$ cat config.mk
export PLATFORM = sky130hd
export DESIGN_NAME = multiplier_byte
export DESIGN_NICKNAME = d
export VERILOG_FILES = /design/src/rtl/multiplier_byte_pkg.sv /design/src/rtl/adder_byte.sv /design/src/rtl/multiplier_byte.sv
export SDC_FILE = /design/constraint.sdc
export NUM_CORES = 1
export LEC_CHECK = 0
export BUFFER_PORTS_ARGS = -buffer_cell sky130_fd_sc_hd__buf_2
export CAP_MARGIN = 20
export CORE_MARGIN = 1
export CORE_UTILIZATION = 53
export CTS_CLUSTER_SIZE = 20
export DETAILED_ROUTE_END_ITERATION = 12
export GPL_TIMING_DRIVEN = 1
export PLACE_DENSITY_LB_ADDON = 0.1
export RECOVER_POWER = 100
export SYNTH_ARGS = -nofsm -noshare
export SYNTH_HDL_FRONTEND = slang
export SYNTH_SLANG_ARGS = --single-unit
$ cat constraint.sdc
create_clock -name clk -period 4.1 [get_ports clk]
set_input_delay 0.41 -clock clk [delete_from_list [all_inputs] [get_ports clk]]
set_output_delay 0.41 -clock clk [all_outputs]
set_load 0.005 [all_outputs]
$ cat src/rtl/multiplier_byte_pkg.sv
// Shared constants for the byte shift-and-add multiplier: FSM encodings and iteration count.
package multiplier_byte_pkg;

  localparam int unsigned MUL_WIDTH  = 8;
  localparam int unsigned MUL_PWIDTH = 2 * MUL_WIDTH;
  localparam int unsigned MUL_STEPS  = 8;
  localparam int unsigned MUL_CWIDTH = 4;

  typedef enum logic [1:0] {
    MUL_IDLE = 2'd0,
    MUL_RUN  = 2'd1,
    MUL_DONE = 2'd2
  } mul_state_e;

endpackage

$ cat src/rtl/adder_byte.sv
// Combinational 8-bit ripple adder with carry in/out; the accumulation adder of the multiplier.
module adder_byte (
  input  logic [7:0] a,
  input  logic [7:0] b,
  input  logic       carry_in,
  output logic [7:0] sum,
  output logic       carry_out
);

  always_comb begin
    {carry_out, sum} = 9'({1'b0, a}) + 9'({1'b0, b}) + 9'(carry_in);
  end

endmodule

$ cat src/rtl/multiplier_byte.sv
// Sequential 8x8 unsigned shift-and-add multiplier; one partial-product add per clock
// through a single adder_byte, start/busy/done handshake, constant 9-cycle latency.
module multiplier_byte
  import multiplier_byte_pkg::*;
(
  input  logic                  clk,
  input  logic                  reset,
  input  logic                  start,
  input  logic [MUL_WIDTH-1:0]  a,
  input  logic [MUL_WIDTH-1:0]  b,
  output logic                  busy,
  output logic                  done,
  output logic [MUL_PWIDTH-1:0] product
);

  mul_state_e            state;
  logic [MUL_WIDTH-1:0]  mcand;
  logic [MUL_WIDTH-1:0]  acc;
  logic [MUL_WIDTH-1:0]  mplr;
  logic [MUL_CWIDTH-1:0] count;

  logic [MUL_WIDTH-1:0]  add_b_c;
  logic [MUL_WIDTH-1:0]  add_sum_c;
  logic                  add_cout_c;
  logic [MUL_WIDTH-1:0]  acc_next_c;
  logic [MUL_WIDTH-1:0]  mplr_next_c;

  // Partial product is the multiplicand gated by the current multiplier LSB.
  assign add_b_c = mplr[0] ? mcand : '0;

  adder_byte u_adder (
    .a         (acc),
    .b         (add_b_c),
    .carry_in  (1'b0),
    .sum       (add_sum_c),
    .carry_out (add_cout_c)
  );

  // Right-shift {carry, sum, mplr} by one: the carry is kept as the new acc MSB.
  assign acc_next_c  = {add_cout_c, add_sum_c[MUL_WIDTH-1:1]};
  assign mplr_next_c = {add_sum_c[0], mplr[MUL_WIDTH-1:1]};

  always_ff @(posedge clk) begin
    if (reset) begin
      state   <= MUL_IDLE;
      busy    <= 1'b0;
      done    <= 1'b0;
      product <= '0;
      mcand   <= '0;
      acc     <= '0;
      mplr    <= '0;
      count   <= '0;
    end else begin
      done <= 1'b0;
      case (state)
        MUL_IDLE: begin
          if (start) begin
            mcand <= a;
            mplr  <= b;
            acc   <= '0;
            count <= '0;
            busy  <= 1'b1;
            state <= MUL_RUN;
          end
        end
        MUL_RUN: begin
          acc   <= acc_next_c;
          mplr  <= mplr_next_c;
          count <= count + MUL_CWIDTH'(1);
          if (count == MUL_CWIDTH'(MUL_STEPS - 1)) begin
            product <= {acc_next_c, mplr_next_c};
            busy    <= 1'b0;
            done    <= 1'b1;
            state   <= MUL_DONE;
          end
        end
        MUL_DONE: begin
          state <= MUL_IDLE;
        end
        default: begin
          busy  <= 1'b0;
          state <= MUL_IDLE;
        end
      endcase
    end
  end

endmodule
==> impl_results.md, run 1 <==
- Outcome: complete, but fails checks
- Failing checks: max-capacitance violations, max-slew violations
- GR Util All Layers: between 20% and 30%
- Post-layout util: 62.4%
- Num rows: 23
- Post-DRT Antenna Nets: 0
- Post-Syn Area: 2220 µm²
- Clock network power share: 40.8%
- Core Box Area: a little over 4000 µm²
- PwrDens: around 380 nW/µm²
- Setup CP Type: flip-flop to flip-flop
- Worst Path Arrival: 2.79 ns
- Post-synth top flop: dfxtp_1
- Max layer used: met4
- Clk buf depth: 2
- TritonCTS Sinks: 48
- Switch Pwr: 0.210 mW
- Antenna violations before repair: 0
- Initial core utilization: 55.2%
- Setup-failing EPs final: 0
- Layout cells sized above 1: a little under an eighth
- Final Wtd Congestion: 0.771
- Worst ir drop on vdd: 0.226 mV
- CP endpoint kind: flip-flop
- Worst-path maximum fanout: 18
- Startpoint Class: flip-flop
- Fillers: around 380
- Largest net degree at the start of global routing: between 50 and 60
- Pre-CTS setup slack: 1.70 ns
- Final Critical Period: about 2.6 ns
- Sequential share of the synthesized area: between 40% and 50%
- Ys async rst share: 0%
- DRC: 0
- Root Buffer: clkbuf_8
- I/O Buffers: 36
- Warning count from the yosys run: 0
- Leak Pwr: 0.979 nW
- Fin nets: 328
- Post-synth EDFFs: 0
- Gates resized, CTS repair: 0
- Final Cycle Share: 64.6%
- DIE WIDTH: 66.8 µm
- Slew Limit Fails: 19
- Die footprint: 4460 µm²
- Net Sw Frac: 21.9%
- Setup WS post-layout: 1.45 ns
- DRT Wirelength: 4600 µm
- Int Pwr: 0.749 mW
- Crit-path cells: nor3b_1, nor2_1, o21ai_0, a21oi_1
- Register bit total from synthesis: between 40 and 50
- Slew headroom: -23.0%
- Vias in the first global route: between 1500 and 2000
- Syn Area/Cell: 8.21 µm²
- Vias: 1951
- Count of hold-fix buffers inserted at cts: 0
- Area Overhead vs Synth: 13.0%
- First-pass GRT wire length: 7730 µm
- Req. time, crit path: 4.25 ns
- Post-Syn Instances: 271
- Max-Cap Viols: 1
- Unrepaired setup endpoints after global routing: no
- GR Overflow Total: 0
- Met2 Wirelength: 2060 µm
- N_diodes: 0
- WL met3: about 240 µm
- FMAX: 378 MHz
- Setup Skew: 0.00565 ns
- Routed metal-1 wirelength: 2280 µm
- Mapped Nets: 300
- Synth cell types: 40
- Max H-tree Level: 2
- Worst-Skew Late Latency: 0.30 ns
- Final hold violations: 0
- Overall power: 0.958 mW
- Average wire per standard cell: ~13 µm
- Setup TNS: 0 ns
- DR pass1 iterations: 4
- Num ports: 37
- Combinational fraction of design power: 7.9%
- Die Span Y: ~67 µm
- Worst path slowest cell: nor3b_1
- Initial DRC Count: 113
- TritonCTS Buffers: 5
- Crit-path max cell delay: about 1.4 ns
- Clk pin slew, worst setup/hold paths: 0.09 ns
- Least-Margin Pin Slew: 1.84 ns
- Post-DP HPWL: 3130 µm
- Reg power frac: between 50% and 60%
- Post-CTS setup buffers: 0
- Via-to-Cell Ratio: 5.59
- Hold Path Class: input port to flip-flop
- CTS tree: done
[synthesized netlist by cell type (2+ instances only)]
cell | number | area, µm²
inv_1 | 3 | 11.3
a2111o_1 | 2 | 22.5
nand3_1 | 13 | 65.1
nand2_1 | 53 | 199
and2_1 | 8 | 50.1
o211ai_1 | 5 | 37.5
a21oi_1 | 37 | 185
nand4b_1 | 4 | 35.0
ha_1 | 9 | 113
nand3b_1 | 6 | 45.0
or4_1 | 4 | 30.0
dfxtp_1 | 48 | 961
a22oi_1 | 5 | 37.5
xnor2_1 | 2 | 17.5
clkbuf_1 | 13 | 48.8
a311oi_1 | 4 | 35.0
buf_2 | 3 | 15.0
o21ai_0 | 4 | 20.0
o31ai_1 | 2 | 15.0
a211oi_1 | 2 | 15.0
nand2b_1 | 4 | 25.0
o2111ai_1 | 2 | 17.5
nor2_1 | 20 | 75.1
or3_1 | 2 | 12.5
[sequential cells by signal, indices dropped and copies added, names as in the netlist]
register and flops:
mplr 8, busy 1, acc 8, count 4
product 16, state 2, done 1, mcand 8
[worst paths after layout]
| path | startpoint | slack (ns) | endpoint | cells after the start |
|---|---|---|---|---|
| worst max register to register | state[1] | 1.45 | count[2] | 4 |
| worst min-delay path | a[5] | 0.35 | mcand[5] | 3 |
| worst max-delay path | state[1] | 1.45 | count[2] | 4 |
| worst min register to register | mcand[5] | 0.45 | mcand[5] | 2 |
[through the flow]
step	hold WS (ns)	cells	cell area, µm²
floorplan	0.432	271	2220
global placement	0.439	341	2400
detailed placement	0.444	341	2400
CTS	0.339	348	2530
global route	0.346	349	2510
finish	0.345	349	2510
[critical path, delay by kind of cell (launching register included)]
| family | cells | cell delay (ns) |
|---|---|---|
| AND/OR/NAND/NOR | 2 | 1.79 |
| flip-flops | 1 | 0.34 |
| AO/OA/AOI/OAI | 2 | 0.36 |
[cell usage in the layout, fill, tap and decap left out, drive strengths merged, types with 4 or more instances in the layout]
master,Yosys,routed
dfxtp,48,48
or4,4,4
nand4b,4,4
buf,4,26
nand3,13,13
nand2,53,53
nor2,20,20
nand2b,4,4
ha,9,9
nand3b,6,6
and2,8,8
a22oi,5,5
o21ai,4,4
a21oi,37,37
a311oi,4,4
o211ai,5,5
clkbuf,13,17
[area by class of cell]
cell class	count	area [µm²]	area share, %
Multi-Input combinational cell	203	1170	46.6
Sequential cell	48	961	38.2
Timing Repair Buffer	38	178	7.07
Clock buffer	5	68.8	2.74
Tap cell	50	62.6	2.49
Clock inverter	2	60.1	2.39
Inverter	3	11.3	0.448
[routing by layer]
layer	vias up	track usage (%)
met5	-	0
met4	0	8.24
met3	4	5.65
met2	47	36.1
met1	893	30.3
li1	1007	-
[power by group through the flow]
stage	clock [mW]	sequential, mW	combinational [mW]
2_1_floorplan	0	0.500	0.0559
3_3_place_gp	0	0.502	0.0748
3_5_place_dp	0	0.503	0.0760
4_1_cts	0.400	0.492	0.0761
5_1_grt	0.417	0.494	0.0858
6_report	0.391	0.492	0.0752
[cell families (layout without fill, tap and decap cells)]
| group | after synthesis | count (layout) | share of synthesized area, % |
|---|---|---|---|
| simple gates | 123 | 123 | 27.0 |
| compound gates | 67 | 67 | 18.7 |
| mux | 1 | 1 | 0.506 |
| fa+ha+maj | 10 | 10 | 5.96 |
| buf+inv | 20 | 48 | 3.88 |
| flops | 48 | 48 | 43.2 |
| xor+xnor | 2 | 2 | 0.788 |
(Power assumes the default switching activity.)
==> run 2, diff against run 1 <==
Settings changed: ABC_AREA set to 1, CORE_UTILIZATION 53 to 50.
Clock period 4.1 ns to 2.15 ns, I/O delays scaled along.
==> impl_results.md, run 2 <==
- Outcome: complete, no violations
- N_diodes: 0 (unchanged)
- Max-Cap Viols: 0 (-1)
- Slew Limit Fails: 0 (-19)
- First-pass GRT wire length: 8340 µm (+7.9%)
- DRC: 0 (unchanged)
- Worst Path Arrival: 2.12 ns (-0.67 ns)
- TritonCTS Buffers: 5 (unchanged)
- Setup Skew: 0.00414 ns (-0.00151 ns)
- Ys async rst share: 0% (unchanged)
- Final hold violations: 0 (unchanged)
- Setup-failing EPs final: 0 (unchanged)
- Die Span Y: 69.4 µm (+3.8%)
- Req. time, crit path: 2.34 ns (-1.91 ns)
- Sequential share of the synthesized area: 42.4% (-0.83 points)
- Post-DRT Antenna Nets: 0 (unchanged)
- Final Wtd Congestion: 0.848 (+10%)
- Gates resized, CTS repair: 0 (unchanged)
- Largest area contributor in the netlist: dfxtp_1
- GR Util All Layers: 21.6% (-1.4 points)
- Largest register FFs: 16 (unchanged)
- Core Box Area: 4350 µm² (+8.1%)
- Mapped Nets: 338 (+13%)
- Post-CTS setup buffers: 0 (unchanged)
- Post-Syn Instances: 309 (+14%)
- WHS: 0.134 ns (-0.211 ns)
- I/O Buffers: 36 (unchanged)
- DR pass1 iterations: 4 (unchanged)
- Synth top area share: 42.4% (-0.83 points)
- Leak Pwr: 1.30 nW (+33%)
- DRT Wirelength: 4750 µm (+3.2%)
- Commonest cells after routing, fill and taps aside: 87 x nand2_1, 48 x dfxtp_1, 35 x inv_1
- Top reg by flops: product
- Via-to-Cell Ratio: 5.01 (-10%)
- Post-Syn Area: 2270 µm² (+2.0%)
- Fillers: 438 (+14%)
- Initial core utilization: 52.1% (-3.1 points)
- Post-synth EDFFs: 0 (unchanged)
- Clk buf depth: 2 (unchanged)
- Initial DRC Count: 108 (-4.4%)
- Setup TNS: 0 ns (unchanged)
- Antenna violations before repair: 0 (unchanged)
- Worst reg2reg setup slack: 0.22 ns (-1.23 ns)
- Final Instance Area: 2500 µm² (-0.35%)
- Largest net degree at the start of global routing: 27 (-53%)
- Least-Margin Pin Slew: 0.580 ns (-1.26 ns)
- Num rows: 24 (+4.3%)
- Startpoint Class: flip-flop
- Commonest non-fill, non-tap cell in the layout: nand2_1
- Slew headroom: 61.2% (+84 points)
- Root Buffer: clkbuf_8
- Average wire per standard cell: 12.0 µm (-9.3%)
- R2r startpoint: state[0]
- Hold path start: a[2]
- Setup WS post-layout: 0.217 ns (-1.23 ns)
- GR Overflow Total: 0 (unchanged)
- Worst-path maximum fanout: 14 (-4)
- PwrDens: 642 nW/µm² (+68%)
- Syn Area/Cell: 7.34 µm² (-11%)
- Vias: 1989 (+1.9%)
- Placed instance area: 2470 µm² (+2.8%)
- Synth cell types: 30 (-25%)
- Register bit total from synthesis: 48 (unchanged)
- Final Cycle Share: 89.9% (+25 points)
- Fin nets: 374 (+14%)
- Post-synth top flop: dfxtp_1
- Clk pin slew, worst setup/hold paths: 0.08 ns (about the same)
- Area Overhead vs Synth: 10.4%
- CP endpoint kind: flip-flop
- DIE WIDTH: 69.4 µm (+3.8%)
- Worst ir drop on vdd: 0.331 mV (+47%)
- Critical Path Start: state[0]
- Post-layout util: 57.5% (-4.9 points)
- Max H-tree Level: 2 (unchanged)
- Layout cells sized above 1: 15.1% (+3.4 points)
- Warning count from the yosys run: 0 (unchanged)
- Num ports: 37 (unchanged)
- Count leader, synth: nand2_1
- Synth top cells by count: 86 x nand2_1, 48 x dfxtp_1, 34 x inv_1, 25 x nand3_1, 25 x nor2_1
- Hold Path Class: input port to flip-flop
- Final Critical Period: 1.93 ns (-0.716 ns)
- Post-DP HPWL: 3470 µm (+11%)
- Setup CP Type: flip-flop to flip-flop
- Vias in the first global route: 1896 (+9.8%)
- FMAX: 517 MHz (+37%)
- Count of hold-fix buffers inserted at cts: 0 (unchanged)
- Unrepaired setup endpoints after global routing: no
- Largest cells by area after synthesis: dfxtp_1 42%, nand2_1 14%, inv_1 5.6%
- Worst-Skew Late Latency: 0.30 ns (about the same)
- CTS tree: done
- Pre-CTS setup slack: 0.280 ns (-1.42 ns)
- TritonCTS Sinks: 48 (unchanged)
- Die footprint: 4810 µm² (+7.8%)
==> run 2: cell count changes after synthesis, moves of 5 or more <==
cell	change
inv_1	+31
a21oi_1	-16
a22oi_1	-5
nor2_1	+5
clkbuf_1	-10
o211ai_1	-5
and2_1	-8
o21ai_1	+5
o21ai_0	+17
nand2_1	+33
nand3_1	+12
nand3b_1	-5
==> run 2: per-stage QoR <==
step | total power [mW] | cells
after floorplan | 1.09 | 309
after global placement | 1.13 | 390
after detailed placement | 1.13 | 390
after CTS | 1.63 | 397
after global routing | 1.68 | 397
final | 1.61 | 397
==> run 2: cell families after synthesis <==
family / Yosys count / synth area share (%)
and+or+nand+nor: 146 / 28.6
AOI/OAI and AO/OA: 54 / 12.7
buffers and inverters: 50 / 10.1
DFF: 48 / 42.4
adders and majority gates: 10 / 5.85
xor gates and xnor gates: 1 / 0.386
==> run 2: path summary, 6_finish.rpt <==
check / to / cells past startpoint
max: mplr[1] / 6
max reg2reg: mplr[1] / 6
min: mcand[2] / 3
min reg2reg: busy / 2
==> run 2: critical path: stages (launching register included) <==
cell      delay [ns]
dfxtp_1         0.35
or2_2           0.29
nor2_2          0.42
nor2_1          0.28
clkbuf_2        0.26
o21ai_0         0.17
a21oi_1         0.06
==> run 2: power by group <==
group	internal (mW)	total (mW)	leakage [nW]	switching, mW
Clock	0.222	0.511	0.0410	0.289
Combinational	0.0545	0.155	0.867	0.101
Sequential	0.921	0.941	0.391	0.0200
Total	1.20	1.61	1.30	0.410
==> run 2: final cells by class <==
cell class | count | area, µm² | share of cell area [%]
repair buffers | 40 | 201 | 8.04
well taps | 52 | 65.1 | 2.60
flip-flops and latches | 48 | 961 | 38.4
multi-input cells | 211 | 1050 | 41.8
inverters | 39 | 153 | 6.09
clock inverters | 1 | 5.00 | 0.200
clock buffers | 6 | 72.6 | 2.90
==> run 2: per-layer routing <==
layer | track usage (%) | up-vias | wire (µm)
li1 | - | 1055 | -
met4 | 5.90 | 0 | 37
met3 | 5.38 | 5 | 163
met2 | 35.3 | 30 | 2200
met1 | 28.3 | 899 | 2340
met5 | 0 | - | 0
